<file path="config.mk">
export PLATFORM = sky130hd
export DESIGN_NAME = sobel_window_buffer
export DESIGN_NICKNAME = d
export VERILOG_FILES = /design/src/rtl/sobel_window_buffer.sv
export SDC_FILE = /design/constraint.sdc
export NUM_CORES = 1
export LEC_CHECK = 0
export BUFFER_PORTS_ARGS = -buffer_cell sky130_fd_sc_hd__buf_2
export CAP_MARGIN = 20
export CORE_UTILIZATION = 55
export DETAILED_ROUTE_END_ITERATION = 8
export HOLD_SLACK_MARGIN = 0.08
export MAX_ROUTING_LAYER = met4
export PLACE_DENSITY = 0.73
export SETUP_SLACK_MARGIN = 0.4
export SLEW_MARGIN = 40
export SYNTH_ARGS = -nofsm -noshare
export SYNTH_HDL_FRONTEND = slang
export SYNTH_SLANG_ARGS = --single-unit
</file>
<file path="constraint.sdc">
create_clock -name clk -period 3.4 [get_ports clk]
set_clock_uncertainty 0.05 [all_clocks]
set_input_delay 0.85 -clock clk [delete_from_list [all_inputs] [get_ports clk]]
set_output_delay 0.85 -clock clk [all_outputs]
set_load 0.02 [all_outputs]
</file>
<file path="src/rtl/sobel_window_buffer.sv">
`default_nettype none
// ============================================================================
// Module      : sobel_window_buffer
// Description : Streaming 3x3 neighbourhood generator. Accepts raster-order
//               greyscale pixels, keeps the two previous rows in line
//               buffers and emits a registered 3x3 window for every
//               interior pixel, with valid/ready flow control on both sides.
// Revision    : 1.0 - initial release
// ============================================================================
module sobel_window_buffer #(
  parameter int IMG_WIDTH     = 20,
  parameter int IMG_HEIGHT    = 20,
  parameter int BIT_PER_PIXEL = 8
) (
  input  logic                          clk,
  input  logic                          n_rst,
  input  logic                          start,
  input  logic [BIT_PER_PIXEL-1:0]      pix_in,
  input  logic                          pix_valid,
  output logic                          pix_ready,
  output logic [8:0][BIT_PER_PIXEL-1:0] win_out,
  output logic                          win_valid,
  input  logic                          win_ready,
  output logic                          win_last,
  output logic                          frame_done,
  output logic                          busy
);

  localparam int CW = (IMG_WIDTH  > 1) ? $clog2(IMG_WIDTH)  : 1;
  localparam int RW = (IMG_HEIGHT > 1) ? $clog2(IMG_HEIGHT) : 1;

  localparam logic [CW-1:0] C_COL_LAST = CW'(IMG_WIDTH - 1);
  localparam logic [RW-1:0] C_ROW_LAST = RW'(IMG_HEIGHT - 1);
  localparam logic [CW-1:0] C_COL_TWO  = CW'(2);
  localparam logic [RW-1:0] C_ROW_TWO  = RW'(2);

  typedef enum logic [1:0] {
    S_IDLE   = 2'd0,
    S_STREAM = 2'd1,
    S_DRAIN  = 2'd2,
    S_DONE   = 2'd3
  } state_t;

  state_t                          state_q, state_d;
  logic [CW-1:0]                   col_q, col_d;
  logic [RW-1:0]                   row_q, row_d;
  logic [8:0][BIT_PER_PIXEL-1:0]   win_q, win_d;
  logic                            win_valid_q, win_valid_d;
  logic                            win_last_q, win_last_d;

  // Line buffers: lb0 holds row r-2, lb1 holds row r-1, indexed by column.
  logic [BIT_PER_PIXEL-1:0]        lb0_q [IMG_WIDTH];
  logic [BIT_PER_PIXEL-1:0]        lb1_q [IMG_WIDTH];

  logic                            w_accept;
  logic                            w_xfer;
  logic                            w_col_last;
  logic                            w_frame_last;
  logic                            w_win_pos;
  logic [BIT_PER_PIXEL-1:0]        w_lb0_rd;
  logic [BIT_PER_PIXEL-1:0]        w_lb1_rd;

  assign w_lb0_rd     = lb0_q[col_q];
  assign w_lb1_rd     = lb1_q[col_q];
  assign w_col_last   = (col_q == C_COL_LAST);
  assign w_frame_last = w_col_last && (row_q == C_ROW_LAST);
  assign w_win_pos    = (col_q >= C_COL_TWO) && (row_q >= C_ROW_TWO);

  // Single output register: a new pixel may enter only if the window slot is
  // empty or is being drained this same cycle.
  assign pix_ready = (state_q == S_STREAM) && (!win_valid_q || win_ready);
  assign w_accept  = pix_valid && pix_ready;
  assign w_xfer    = win_valid_q && win_ready;

  assign win_out    = win_q;
  assign win_valid  = win_valid_q;
  assign win_last   = win_last_q;
  assign frame_done = (state_q == S_DONE);
  assign busy       = (state_q != S_IDLE);

  // Next-state, counter and window-register logic.
  always_comb begin
    state_d     = state_q;
    col_d       = col_q;
    row_d       = row_q;
    win_d       = win_q;
    win_valid_d = win_valid_q;
    win_last_d  = win_last_q;
    case (state_q)
      S_IDLE: begin
        if (start) begin
          state_d     = S_STREAM;
          col_d       = '0;
          row_d       = '0;
          win_d       = '0;
          win_valid_d = 1'b0;
          win_last_d  = 1'b0;
        end
      end
      S_STREAM: begin
        if (w_xfer) begin
          win_valid_d = 1'b0;
          win_last_d  = 1'b0;
        end
        if (w_accept) begin
          // Shift window columns left; new right column is {r-2, r-1, r}.
          for (int ro = 0; ro < 3; ro++) begin
            win_d[3*ro]     = win_q[3*ro + 1];
            win_d[3*ro + 1] = win_q[3*ro + 2];
          end
          win_d[2] = w_lb0_rd;
          win_d[5] = w_lb1_rd;
          win_d[8] = pix_in;
          if (w_win_pos) begin
            win_valid_d = 1'b1;
            win_last_d  = w_frame_last;
          end
          if (w_frame_last) begin
            col_d   = '0;
            row_d   = '0;
            state_d = S_DRAIN;
          end else if (w_col_last) begin
            col_d = '0;
            row_d = row_q + RW'(1);
          end else begin
            col_d = col_q + CW'(1);
          end
        end
      end
      S_DRAIN: begin
        // The final accept always loads a window; leave once it is taken.
        if (w_xfer || !win_valid_q) begin
          win_valid_d = 1'b0;
          win_last_d  = 1'b0;
          state_d     = S_DONE;
        end
      end
      default: begin
        state_d = S_IDLE;
      end
    endcase
  end

  // Control and window registers with asynchronous active-low reset.
  always_ff @(posedge clk or negedge n_rst) begin
    if (!n_rst) begin
      state_q     <= S_IDLE;
      col_q       <= '0;
      row_q       <= '0;
      win_q       <= '0;
      win_valid_q <= 1'b0;
      win_last_q  <= 1'b0;
    end else begin
      state_q     <= state_d;
      col_q       <= col_d;
      row_q       <= row_d;
      win_q       <= win_d;
      win_valid_q <= win_valid_d;
      win_last_q  <= win_last_d;
    end
  end

  // Line buffers carry no reset: the first two rows of a frame overwrite
  // every entry before it is ever used in a window.
  always_ff @(posedge clk) begin
    if (w_accept) begin
      lb0_q[col_q] <= w_lb1_rd;
      lb1_q[col_q] <= pix_in;
    end
  end

endmodule
`default_nettype wire

</file>
# ---- Yosys cells after proc, flatten, opt, wreduce, memory -nomap -nowiden
# Memories as Yosys holds them, arrays and structs flattened.
# Cells that the tools add are included.
dict set report classes {
  n_addsub 2
  n_mul 0
  div 0
  n_lt_le_gt_ge 2
  eq_ne 10
  shifts 0
  muxes 29
  bitwise_logic 0
  n_reduce_logical 16
}
# op n
set op_table {}
lappend op_table {{$mux W72} 2}
lappend op_table {{$pmux W72 S2} 1}
lappend op_table {{$mux W5} 7}
lappend op_table {{$pmux W5 S2} 2}
lappend op_table {{$add A5 B1 Y5 const B} 2}
lappend op_table {{$eq A5 B5 Y1 const B} 2}
lappend op_table {{$ge A5 B2 Y1 const B} 2}
lappend op_table {{$mux W1} 10}
lappend op_table {{$mux W2} 4}
lappend op_table {{$ne A2 B2 Y1 const B} 4}
lappend op_table {{$reduce_and A4 Y1} 2}
lappend op_table {{$pmux W1 S3} 2}
lappend op_table {{$pmux W2 S3} 1}
lappend op_table {{$reduce_and A3 Y1} 2}
lappend op_table {{$logic_and A1 B1 Y1} 5}
lappend op_table {{$eq A2 B2 Y1 const B} 2}
lappend op_table {{$reduce_bool A2 Y1} 2}
lappend op_table {{$ne A3 B3 Y1 const B} 1}
lappend op_table {{$reduce_bool A3 Y1} 1}
lappend op_table {{$eq A2 B1 Y1 const B} 1}
lappend op_table {{$logic_not A2 Y1} 1}
lappend op_table {{$logic_or A1 B1 Y1} 2}
lappend op_table {{$logic_not A1 Y1} 1}
dict set report word_totals {
  reg_bits 86
  latch_bits 0
  ramBits 320
  rom_bits 0
  in_bits 13
  output_inout_bits 77
  memories 2
}
# memory words word_bits rd rd_clocked_by_memory_dff write_ports line
set memory_table {}
lappend memory_table {lb0_q 20 8 1 0 1 52} ;# logic [BIT_PER_PIXEL-1:0] lb0_q [IMG_WIDTH];
lappend memory_table {lb1_q 20 8 1 0 1 53} ;# logic [BIT_PER_PIXEL-1:0] lb1_q [IMG_WIDTH];

# ---- Logic depth before layout (Yosys ltp)
dict set report depth {
  word_depth 6
  mapped_depth 9
  ltp_nobuf 6
}

# ---- Worst setup path before layout
# OpenSTA, ideal clock, no wires.
dict set report synth_path {
  path_type {reg-to-reg}
  start {register col_q[0]}
  end {memory lb0_q[10][0] (enable)}
  setup_ps 409
  t_arrival_ps 2603
  path_slack_ps 338
  path_stages_with_launch 9
  path_cell_list {dfrtp_1 buf_4 buf_6 buf_4 buf_2 inv_1 ha_1 nand2_1 nor3_1}
}
# item line
set synth_rtl {}
lappend synth_rtl {{from (decl)} 45} ;# logic [CW-1:0] col_q, col_d;
lappend synth_rtl {{from (signal assigned)} 155} ;# col_q <= col_d;
lappend synth_rtl {{to (decl)} 52}
# Straight into the memory's write port.

# ---- Worst setup path in the final report
dict set report layout_path {
  start {register col_q[0]}
  end {memory lb0_q[18][1] (data pin)}
}
dict set report layout_between {
  elab_chain_len 1
}
# item line
set layout_rtl {}
lappend layout_rtl {{$mem_v2 Z20 W8} --}
lappend layout_rtl {{net w_lb1_rd[1]} 61} ;# logic [BIT_PER_PIXEL-1:0] w_lb1_rd;
# The timed path passes the listed nets, and every way through them passes these cells.

==> run_results.csv <==
group,metric,value,unit
sta,fin_crit_sh,83.1,%
detailed_routing,detail_route.first_pass.iterations,5,
critical_path,critical_path_arrival,3030,ps
critical_path,endpoint_class_of_the_critical_path,"register",
clocking,cts_hold_buf,0,
finish,drive_gt1_share,22.3,%
placement,dp_hpwl,23.0,mm
sta,hold_viol,0,
logic_synthesis,synth_area_per_cell,16.7,um^2
critical_path,crit_chain,"buf_12, mux2i_1, o22ai_1, a211oi_1, nand2_1, buf_4",
critical_path,cp_max_fo,33,
sta,timing.max_slew.rel_slack,53.2,%
logic_synthesis,synth_enable_flop_cells,320,
power,p_int,10.4,mW
detailed_routing,initialDrtViolationCount,976,
power,net_switching_power_figure,5.05,mW
power,seq_power_share,43.4,%
global_route,groute.usage.overall,25.1,%
critical_path,worst_reg2reg_path_startpoint,"col_q[0]$_DFFE_PN0P_",
clocking,cts.sinks,406,
clocking,clockBufferDepth,3,
floorplanning,die_area,30000,um^2
logic_synthesis,yosysTopAreaCellShare,59.7,%
global_route,antenna_found_initial,0,
critical_path,startpoint_class,"register",
clocking,cts.repair_timing.setup_buffer_count,0,
floorplanning,die_height,173,um
detailed_routing,drt.antenna.violating_nets,0,
logic_synthesis,ys_ff_latch,406,
global_route,grt_pass1_vias,9082,
clocking,ctsResizeCount,0,
sta,grt_setup_unrepaired,"no",
sta,fmax,0.354,GHz
logic_synthesis,synth_async_sr_flop_share,21.2,%
logic_synthesis,netlist_top_cells_area,"edfxtp_1, dfrtp_1, mux2i_1, a22o_1, mux4_2",
floorplanning,floorplan.rows,62,
finish,areaGrowthSynthToFinish,15.3,%
detailed_routing,detailroute.via_count,9300,
detailed_routing,drcViolationCount,0,
finish,sequential_area,11800,um^2
detailed_routing,wl_per_cell,23.9,um
logic_synthesis,ys_dominant_reg_cell,"edfxtp_1",
critical_path,ff2ff_path_depth,6,
critical_path,cp.buffers_inverters,2,
detailed_routing,routed_wirelength,35.9,mm
sta,setup_viol,0,
critical_path,timing.rr.end,"lb0_q[18][1]$_DFFE_PP_",
power,clock_power_share,28.2,%
finish,n_antenna_cell,0,
finish,nets,1112,
sta,worst_pin_slew,702,ps
logic_synthesis,netlist.top_cell.by_area,"edfxtp_1",
floorplanning,io_pins,90,
logic_synthesis,syn-cell-area,16100,um^2
placement,place.gp.congestion,0.883,
clocking,root_buffer,"clkbuf_16",
critical_path,timing.critical_path.slowest_cell_delay,760,ps
power,vdd.ir_drop.worst,0.339,mV
logic_synthesis,synth_nets,990,
logic_synthesis,synth_top_cells_by_count,"edfxtp_1, mux2i_1, dfrtp_1",
power,power-per-cell-area,834,nW/um^2
critical_path,critPathRequiredTime,3610,ps
floorplanning,die_width,173,um
clocking,tritoncts,"yes",
power,power_leakage,6.53,nW
placement,io_buffers,89,
critical_path,setup.worst_path.start,"col_q[0]$_DFFE_PN0P_",
logic_synthesis,netlist-cell-type-count,55,
critical_path,path_class,"register to register",
clocking,insertion_delay,540,ps
status,run_status,"complete, no violations",
hold_path,hp-class,"input pin to async pin",
clocking,tritoncts.num_buffers,40,
power,switching_share,32.6,%
global_route,grt_pass1_wl,55.2,mm
power,p_comb_share,28.3,%
critical_path,crit_path_top_delay_cell,"dfrtp_4",
logic_synthesis,ys_seq_area_share,73.0,%
critical_path,cpLargestDelayFamily,"flip-flops",
detailed_routing,avgViaCountPerCell,6.19,
critical_path,reg2reg_slack,570,ps
finish,multiInputGateArea,4040,um^2
floorplanning,initial_core_util,55.9,%
logic_synthesis,count_of_mapped_cells_out_of_synthesis,966,
clocking,clock_tree.htree_level_count,2,
floorplanning,coreArea,28800,um^2
sta,slew_violations,0,
power,power,15.5,mW
global_route,globalRoute.totalOverflow,0,
clocking,path_clk_slew,60,ps
global_route,grt_max_degree,56,
sta,fin_setup_tns,0,ps
job,total_of_max_cap_violations,0,
logic_synthesis,ys_warn_count,0,
logic_synthesis,yosys.cell_count.top_type,"edfxtp_1",
sta,layout_min_cycle_time,2830,ps
finish,num-fill-cells,1968,
[area by class of cell]
class,instances,share of cell area (%)
Clock buffer,60,6.44
Clock inverter,13,0.721
Inverter,10,0.202
Multi-Input combinational cell,486,21.8
Sequential cell,406,63.4
Tap cell,384,2.59
Timing Repair Buffer,144,4.91
[routing by layer]
metal | global-route usage, % | part of all wire (%)
met1 | 35.3 | 42
met2 | 38.1 | 47
met3 | 3.94 | 8.6
met4 | 7.93 | 2.5
met5 | - | 0
[worst max path at each step]
stage / cells past startpoint / endpoint
after floorplan: 5 / lb0_q[9][0]$_DFFE_PP_
after global placement: 5 / lb0_q[11][0]$_DFFE_PP_
after detailed placement: 3 / lb0_q[12][6]$_DFFE_PP_
after CTS: 5 / pix_ready
after global routing: 6 / row_q[0]$_DFFE_PN0P_
final: 6 / lb0_q[18][1]$_DFFE_PP_
[flip-flops by register name, summed over array words and instances, names as in the netlist]
| register | flops |
|---|---|
| win_valid | 1 |
| lb0_q | 160 |
| row_q | 5 |
| win_last | 1 |
| lb1_q | 160 |
| win_out | 72 |
| col_q | 5 |
| state_q | 2 |
[cell usage in the layout, fill, tap and decap left out, types with 3 or more instances in the layout]
master / instances
a22o_1: 58
nor3_2: 4
mux2i_1: 120
mux4_2: 20
clkbuf_16: 42
nand4_1: 11
nand3_1: 13
clkbuf_1: 9
o21ai_0: 31
clkbuf_8: 7
mux2_2: 3
edfxtp_1: 320
nand4bb_1: 4
nor3_1: 9
and2_1: 4
dfrtp_1: 84
nand2_1: 27
or4_1: 5
inv_1: 10
or4b_1: 4
buf_2: 88
o41ai_1: 4
clkinv_2: 5
a211oi_1: 8
o211ai_1: 14
buf_12: 4
nor2_1: 23
ha_1: 10
a21oi_1: 20
o22ai_1: 42
a22oi_1: 8
o31ai_1: 6
nor2b_1: 4
buf_4: 52
nand2_2: 3
[through the flow]
| stage | hold slack [ps] | setup WS, ps | area (um^2) | utilization (%) | cells |
|---|---|---|---|---|---|
| CTS | 316 | 432 | 18600 | 64.5 | 1503 |
| global placement | 433 | 612 | 17200 | 59.8 | 1430 |
| floorplan | 485 | 484 | 16100 | - | 966 |
| detailed placement | 437 | 527 | 17200 | 59.8 | 1430 |
| finish | 314 | 573 | 18600 | 64.5 | 1503 |
| global route | 358 | 401 | 18600 | 64.5 | 1503 |
[logic make-up (layout without fill, tap and decap cells)]
family	count (synthesis)	in the layout	share of synthesized area, %
adder cells (fa/ha/maj)	11	11	0.855
AND/OR/NAND/NOR	128	128	4.41
flip-flops	406	406	73.0
buffers and inverters	74	227	2.19
AO/OA/AOI/OAI	204	204	9.04
multiplexers	143	143	10.5
[power groups by stage]
| stage | clock [mW] | sequential [mW] | combinational [mW] |
|---|---|---|---|
| CTS | 4.44 | 6.73 | 4.36 |
| detailed placement | 0 | 6.83 | 4.34 |
| floorplan | 0 | 6.98 | 2.63 |
| global route | 4.62 | 6.78 | 4.68 |
| finish | 4.37 | 6.73 | 4.39 |
| global placement | 0 | 6.81 | 4.25 |
(Power assumes the default switching activity.)
